$ cat src/rtl/instr_fetch_loader.sv
// instr_fetch_loader
//   Program memory and fetch stage feeding the control unit. Holds a
//   2**ADDR_W x INSTR_W instruction RAM read by the control unit's address bus,
//   and a byte-serial loader that writes a new program while holding the core
//   in reset. Load stream: header N (0 means 256), then N pairs of
//   {low byte, high byte}; the word written is {high[0], low}.
//
// Ports:
//   Clk                 system clock
//   Rst                 synchronous active-high reset (RAM contents are kept)
//   i_Load_En           level, requests program load mode
//   i_Byte_Valid        one-cycle strobe qualifying i_Byte
//   i_Byte              loader data byte
//   i_Addres_Instr_Bus  fetch address from the control unit
//   o_Instruction       registered fetched instruction (NOP_INSTR unless running)
//   o_Core_Rst          registered reset to the control unit, low only in RUN
//   o_Busy              high while in HDR/LO/HI
//   o_Load_Done         one-cycle pulse after the last word is written
//   o_Load_Count        words written in the current or last load (0..256)
//   o_Err               sticky: malformed high byte or aborted load
module instr_fetch_loader #(
    parameter int unsigned         ADDR_W    = 8,
    parameter int unsigned         INSTR_W   = 9,
    parameter logic [INSTR_W-1:0]  NOP_INSTR = '0
) (
    input  logic               Clk,
    input  logic               Rst,
    input  logic               i_Load_En,
    input  logic               i_Byte_Valid,
    input  logic [7:0]         i_Byte,
    input  logic [ADDR_W-1:0]  i_Addres_Instr_Bus,
    output logic [INSTR_W-1:0] o_Instruction,
    output logic               o_Core_Rst,
    output logic               o_Busy,
    output logic               o_Load_Done,
    output logic [ADDR_W:0]    o_Load_Count,
    output logic               o_Err
);

    localparam int unsigned      DEPTH   = 2 ** ADDR_W;
    localparam int unsigned      CNT_W   = ADDR_W + 1;
    localparam logic [CNT_W-1:0] CNT_MAX = CNT_W'(DEPTH);

    typedef enum logic [2:0] {StIdle, StHdr, StLo, StHi, StRun, StHalt} state_e;

    state_e             state_q, state_d;
    logic [INSTR_W-1:0] mem [DEPTH];
    logic [ADDR_W-1:0]  wr_addr_q;
    logic [CNT_W-1:0]   n_q;
    logic [7:0]         lo_q;
    logic [CNT_W-1:0]   count_inc;
    logic               last_word;
    logic               hdr_take, lo_take, mem_we, abort;
    logic [INSTR_W-1:0] wr_word;

    assign count_inc = o_Load_Count + 1'b1;
    assign last_word = (count_inc == n_q);
    assign wr_word   = INSTR_W'({i_Byte[0], lo_q});

    // Next-state decode; abort (load enable dropped) beats a simultaneous byte.
    always_comb begin
        state_d  = state_q;
        hdr_take = 1'b0;
        lo_take  = 1'b0;
        mem_we   = 1'b0;
        abort    = 1'b0;
        case (state_q)
            StIdle: state_d = i_Load_En ? StHdr : StRun;
            StHdr, StLo, StHi: begin
                if (!i_Load_En) begin
                    abort   = 1'b1;
                    state_d = StHalt;
                end else if (i_Byte_Valid) begin
                    if (state_q == StHdr) begin
                        hdr_take = 1'b1;
                        state_d  = StLo;
                    end else if (state_q == StLo) begin
                        lo_take = 1'b1;
                        state_d = StHi;
                    end else begin
                        mem_we  = 1'b1;
                        state_d = last_word ? StRun : StLo;
                    end
                end
            end
            StRun:   if (i_Load_En) state_d = StHdr;
            StHalt:  if (i_Load_En) state_d = StHdr;
            default: state_d = StIdle;
        endcase
    end

    // RAM has no reset so a program survives Rst.
    always_ff @(posedge Clk) begin
        if (mem_we) begin
            mem[wr_addr_q] <= wr_word;
        end
    end

    // Outputs are registered from state_d so o_Core_Rst drops and the first
    // fetched word appears in the very first RUN cycle.
    always_ff @(posedge Clk) begin
        if (Rst) begin
            state_q       <= StIdle;
            o_Instruction <= NOP_INSTR;
            o_Core_Rst    <= 1'b1;
            o_Busy        <= 1'b0;
            o_Load_Done   <= 1'b0;
            o_Load_Count  <= '0;
            o_Err         <= 1'b0;
            wr_addr_q     <= '0;
            n_q           <= '0;
            lo_q          <= '0;
        end else begin
            state_q       <= state_d;
            o_Core_Rst    <= (state_d != StRun);
            o_Busy        <= (state_d inside {StHdr, StLo, StHi});
            o_Instruction <= (state_d == StRun) ? mem[i_Addres_Instr_Bus] : NOP_INSTR;
            o_Load_Done   <= mem_we && last_word;

            if (hdr_take) begin
                n_q          <= (i_Byte == 8'h00) ? CNT_MAX : CNT_W'(i_Byte);
                wr_addr_q    <= '0;
                o_Load_Count <= '0;
                o_Err        <= 1'b0;
            end
            if (lo_take) begin
                lo_q <= i_Byte;
            end
            if (mem_we) begin
                wr_addr_q <= wr_addr_q + 1'b1;
                if (o_Load_Count != CNT_MAX) begin
                    o_Load_Count <= count_inc;
                end
                // Only bit 0 of the high byte is meaningful.
                if (|i_Byte[7:1]) begin
                    o_Err <= 1'b1;
                end
            end
            if (abort) begin
                o_Err <= 1'b1;
            end
        end
    end

endmodule
$ cat config.mk
export PLATFORM = sky130hd
export DESIGN_NAME = instr_fetch_loader
export DESIGN_NICKNAME = d
export VERILOG_FILES = /design/src/rtl/instr_fetch_loader.sv
export SDC_FILE = /design/constraint.sdc
export NUM_CORES = 2
export LEC_CHECK = 0
export ABC_AREA = 1
export CORE_MARGIN = 5
export CORE_UTILIZATION = 40
export CTS_CLUSTER_DIAMETER = 80
export DETAILED_ROUTE_END_ITERATION = 8
export DONT_BUFFER_PORTS = 1
export PLACE_DENSITY = 0.6
export SLEW_MARGIN = 20
export SYNTH_ARGS = -nofsm -noshare
export SYNTH_HDL_FRONTEND = slang
export SYNTH_SLANG_ARGS = --single-unit
$ cat constraint.sdc
create_clock -name Clk -period 6.3 [get_ports Clk]
set_input_delay 0.63 -clock Clk [delete_from_list [all_inputs] [get_ports Clk]]
set_output_delay 0.63 -clock Clk [all_outputs]
set_load 0.03 [all_outputs]
[Word-level counts from Yosys, hierarchy flattened]
Memory sizes are Yosys's and may differ from the RTL's. A register that Yosys moved wholly into a read port is not among the register bits.
Index checks and enable logic that the tools add are counted.
Cells by class
  add/sub/neg operators: 2
  equality and inequality tests: 12
  multiplexer cells: 36
  bitwise gates (word level): 1
  reductions and logical operators: 9
Operators by type and width (count)
  2-to-1 mux 9 bit: 4
  2-to-1 mux 1 bit: 22
  2-to-1 mux 3 bit: 7
  2-to-1 mux 8 bit: 2
  == test 3 x 2 -> 1 bit, second input constant: 4
  adder 9 x 1 -> 9 bit, second input constant: 1
  == test 3 bit, second input constant: 3
  == test 9 bit: 1
  != test 9 bit, second input constant: 1
  case mux 3 bit (3 select lines): 1
  adder 8 x 1 -> 8 bit, second input constant: 1
  zero test 8 bit: 1
  OR reduction 7 bit: 1
  == test 3 x 1 -> 1 bit, second input constant: 2
  OR reduction 2 bit: 2
  zero test 3 bit: 1
  != test 3 bit, second input constant: 1
  nonzero test 3 bit: 1
  OR reduction 3 bit: 1
  nonzero test 2 bit: 1
  logical AND 1 bit: 1
  inverter 1 bit: 1
Storage, ports and cells
  register bits: 41
  bits in writable memories: 2304
  word-level logic and storage cells: 70
  memories: 1
Memory list
  mem: depth 256, width 9, read ports 1, clocked after memory_dff 1, write ports 1, RTL line 47  | logic [INSTR_W-1:0] mem [DEPTH];

[Depth between registers and ports, before layout]
  depth after elaboration: 11
  gate-level depth with buffers: 16
  depth with buffers taken out: 16

[Least setup slack after synthesis]
No wires, ideal clock.
  kind: flip-flop to flip-flop
  start point: register lo_q[0]
  end point: memory mem[0][0], data pin
  library setup time: 0.856 ns
  data arrival time: 3.397 ns
  slack: 2.047 ns
  stages on the path, launching flop included: 1
  path buffers: 0
  period minus slack after synthesis: 4.253 ns
  cell sequence: dfxtp_1
RTL lines
  start: declaration: RTL line 50  | logic [7:0] lo_q;
  start signal: assignment: RTL line 127  | lo_q <= i_Byte;
  end: declaration: RTL line 47
Straight into the memory's write port.

==> metrics.md <==
| Metric | Value |
|---|---|
| Peak supply drop | `around 230 uV` |
| Share of post-route cells with drive strength above 1 | `under 10%` |
| Fmax | `between 150 and 200 MHz` |
| Critical Path Fanout Max | `210` |
| CTS root buf | `clkbuf_16` |
| Dpl cell area | `0.0977 mm^2` |
| Initial DRC count | `about 7.3k` |
| Gp weighted congestion | `0.826` |
| DR WL/cell | `between 20 and 25 um` |
| Slew Limit Fails | `roughly 120` |
| Residual DRC | `0` |
| Yosys warnings | `0` |
| Synth Instances | `approximately 8.1k` |
| Drt pass-1 iters | `6` |
| Filler cell count | `21.3k` |
| Core Rows | `about 180` |
| First-pass GRT wire length | `392000 um` |
| Vias per Instance | `roughly 5.5` |
| Power per Cell Area | `about 310 mW/mm^2` |
| Most common cell after layout, fill and taps aside | `nand2_1` |
| Critical Path Sink Type | `flip-flop` |
| Post-route core utilization | `approximately 45%` |
| DR vias | `62.3k` |
| Post-Route WL | `265000 um` |
| Worst slew margin | `-19.4%` |
| Worst-margin pin slew | `between 1.5 and 2 ns` |
| Multi-input combinational cell area | `around 0.022 mm^2` |
| Initial Utilization | `40.2%` |
| Most frequent cells in the layout | `2417 x nand2_1, 2322 x nand3_1, 2304 x edfxtp_1` |
| Final min period | `~5.4 ns` |
| CTS H-tree lvls | `4` |
| Final Setup Violations | `0` |
| MaxCap Viol Count | `0` |
| Failing checks | `max-slew violations` |
| Hold_buf cts | `17` |
| Cts bufs inserted | `approximately 230` |
| Clk buf depth | `3` |
| RSZ-0062 raised after global routing | `false` |
| Leakage | `~35 nW` |
| Post-DP HPWL | `between 100000 and 150000 um` |
| Finished Layout Cells | `between 10k and 15k` |
| Num ports | `42` |
| Avg Inst Size Synth | `11.8 um^2` |
| Startpoint Class | `primary input` |
| # port buffers | `0` |
| Gr usage total | `approximately a fifth` |
| Pin count of the biggest net entering global routing | `approximately 1.2k` |
| Flops & latches, synth | `around 2.4k` |
| Final Cell Area | `approximately 0.11 mm^2` |
| Placed cells | `between 10k and 15k` |
| Worst-path clk slew | `0.06 ns` |
| CTS tree | `built` |
| Worst Clk Skew | `approximately 0.035 ns` |
| Clock Sinks | `between 2k and 2.5k` |
| Critical path arrival | `slightly above 6 ns` |
| DIE HEIGHT | `498 um` |
| Vias in the first global route | `around 59k` |
| CTS resizes | `0` |
| Post-synth design cell area | `roughly 0.095 mm^2` |
| Overall power | `32.4 mW` |
| # nets final | `just under 8k` |
| Synth-to-Final Area Change | `10.8%` |
| Crit path required time | `7.05 ns` |
| Period Utilization, post-route | `a little under nine tenths` |
| # Post-CTS Setup Buffers | `0` |
| Grt ovf | `0` |
| Setup TNS | `0 ns` |
| Worst R2R Setup Slack | `between 2 and 2.5 ns` |
| Reg area | `0.0702 mm^2` |
| CP Class | `primary input to flip-flop` |
| Number of antenna-violating nets in the routed design | `0` |
| Die Width | `498 um` |
| Run status | `finished, violations left` |
| Register area share after synthesis | `73.5%` |
| Die area | `around 0.25 mm^2` |
| CORE AREA | `~0.24 mm^2` |
| Antenna violations before repair | `8` |
| Hold WC Path Type | `primary input to flip-flop` |
| Worst skew pair latency | `0.87 ns` |
| Hold Vio Cnt, Final | `0` |
| Count of different cell masters after synthesis | `33` |
| Net count after synthesis | `between 8k and 9k` |
-- metrics by stage --
stage / setup slack (ns) / hold WS, ns
global route: 0.874 / 0.0253
CTS: 2.44 / 0.00169
floorplan: 2.05 / 0.444
finish: 0.878 / 0.0515
global placement: 1.78 / 0.461
detailed placement: 1.73 / 0.474
-- path summary, 6_finish.rpt --
path | from | to | depth (start not counted)
worst max-delay path | i_Addres_Instr_Bus[0] | o_Instruction[1] | 16
worst min-delay path | i_Addres_Instr_Bus[7] | o_Instruction[8] | 3
worst max register to register | state_q[1] | mem[109][3] | 9
worst min register to register | n_q[7] | n_q[7] | 2
-- cells by family (layout without fill, tap and decap cells) --
| kind of cell | count (synthesis) | count (layout) | share of synthesized area, % |
|---|---|---|---|
| flops | 2354 | 2354 | 73.5 |
| simple gates | 5073 | 5073 | 23.1 |
| other cells | 0 | 9 | 0 |
| fa+ha+maj | 6 | 6 | 0.0787 |
| compound gates | 53 | 53 | 0.307 |
| buf+inv | 606 | 596 | 3.00 |
-- where the power goes --
part	internal, mW	leakage (nW)	switching (mW)
Clock	7.92	3.69	5.90
Sequential	17.0	18.3	0.0360
Combinational	0.441	13.4	1.11
-- routing by layer --
| metal | up-vias | global-route usage (%) | wire length [um] |
|---|---|---|---|
| li1 | 28400 | - | - |
| met1 | 30700 | 29.2 | 109000 |
| met2 | 2821 | 32.1 | 123000 |
| met3 | 496 | 3.93 | 23100 |
| met4 | 2 | 7.79 | 9990 |
| met5 | - | 0 | 13 |
-- cells in the mapped netlist --
library cell / n / area (um^2)
inv_2: 6 / 22.5
inv_4: 2 / 12.5
clkbuf_1: 104 / 390
nor4_1: 4 / 25.0
nand2_2: 1 / 6.26
clkinv_1: 4 / 15.0
a211oi_1: 2 / 15.0
buf_6: 5 / 56.3
nand3_1: 2322 / 11600
buf_4: 34 / 255
buf_2: 333 / 1670
a22oi_1: 1 / 7.51
nor3_2: 1 / 10.0
o311a_1: 1 / 10.0
nand2_4: 1 / 11.3
nor2_1: 295 / 1110
o22ai_1: 2 / 12.5
nor2_2: 7 / 43.8
or2_2: 1 / 6.26
a221oi_1: 2 / 17.5
nor3_1: 1 / 5.00
dfxtp_1: 50 / 1000
inv_1: 51 / 191
a21oi_1: 30 / 150
o211ai_1: 1 / 7.51
o21ai_0: 13 / 65.1
buf_1: 67 / 251
nand2_1: 2433 / 9130
o21bai_1: 1 / 7.51
nor2_4: 2 / 22.5
ha_1: 6 / 75.1
nand4_1: 5 / 31.3
edfxtp_1: 2304 / 69200
-- registers in the layout, indices dropped and copies added (netlist names) --
| signal | cells |
|---|---|
| o_Err | 1 |
| state_q | 3 |
| n_q | 9 |
| o_Core_Rst | 1 |
| o_Instruction | 9 |
| lo_q | 8 |
| mem | 2304 |
| o_Busy | 1 |
| o_Load_Done | 1 |
| o_Load_Count | 9 |
| wr_addr_q | 8 |
-- final cells by class --
type	instances	share of cell area [%]
Tap cell	3167	3.75
Multi-Input combinational cell	5132	21.2
Clock buffer	290	5.74
Timing Repair Buffer	99	1.20
Antenna cell	9	0.0213
Inverter	63	0.266
Sequential cell	2354	66.4
Clock inverter	144	1.41
-- worst max-delay path, stage by stage --
cell and delay, ns:
buf_16 0.57, buf_16 0.71, buf_16 0.60, inv_16 0.37, buf_12 0.48, nand2_1 0.12
nand3_1 0.07, nand3_1 0.12, nand3_1 0.22, nand3_1 0.34, nand3_1 0.20, nand3_1 0.11
nand3_1 0.08, dlygate4sd3_1 0.59, nand2_1 0.06, nor2_1 0.04
Power figures use the tool's default switching activity.
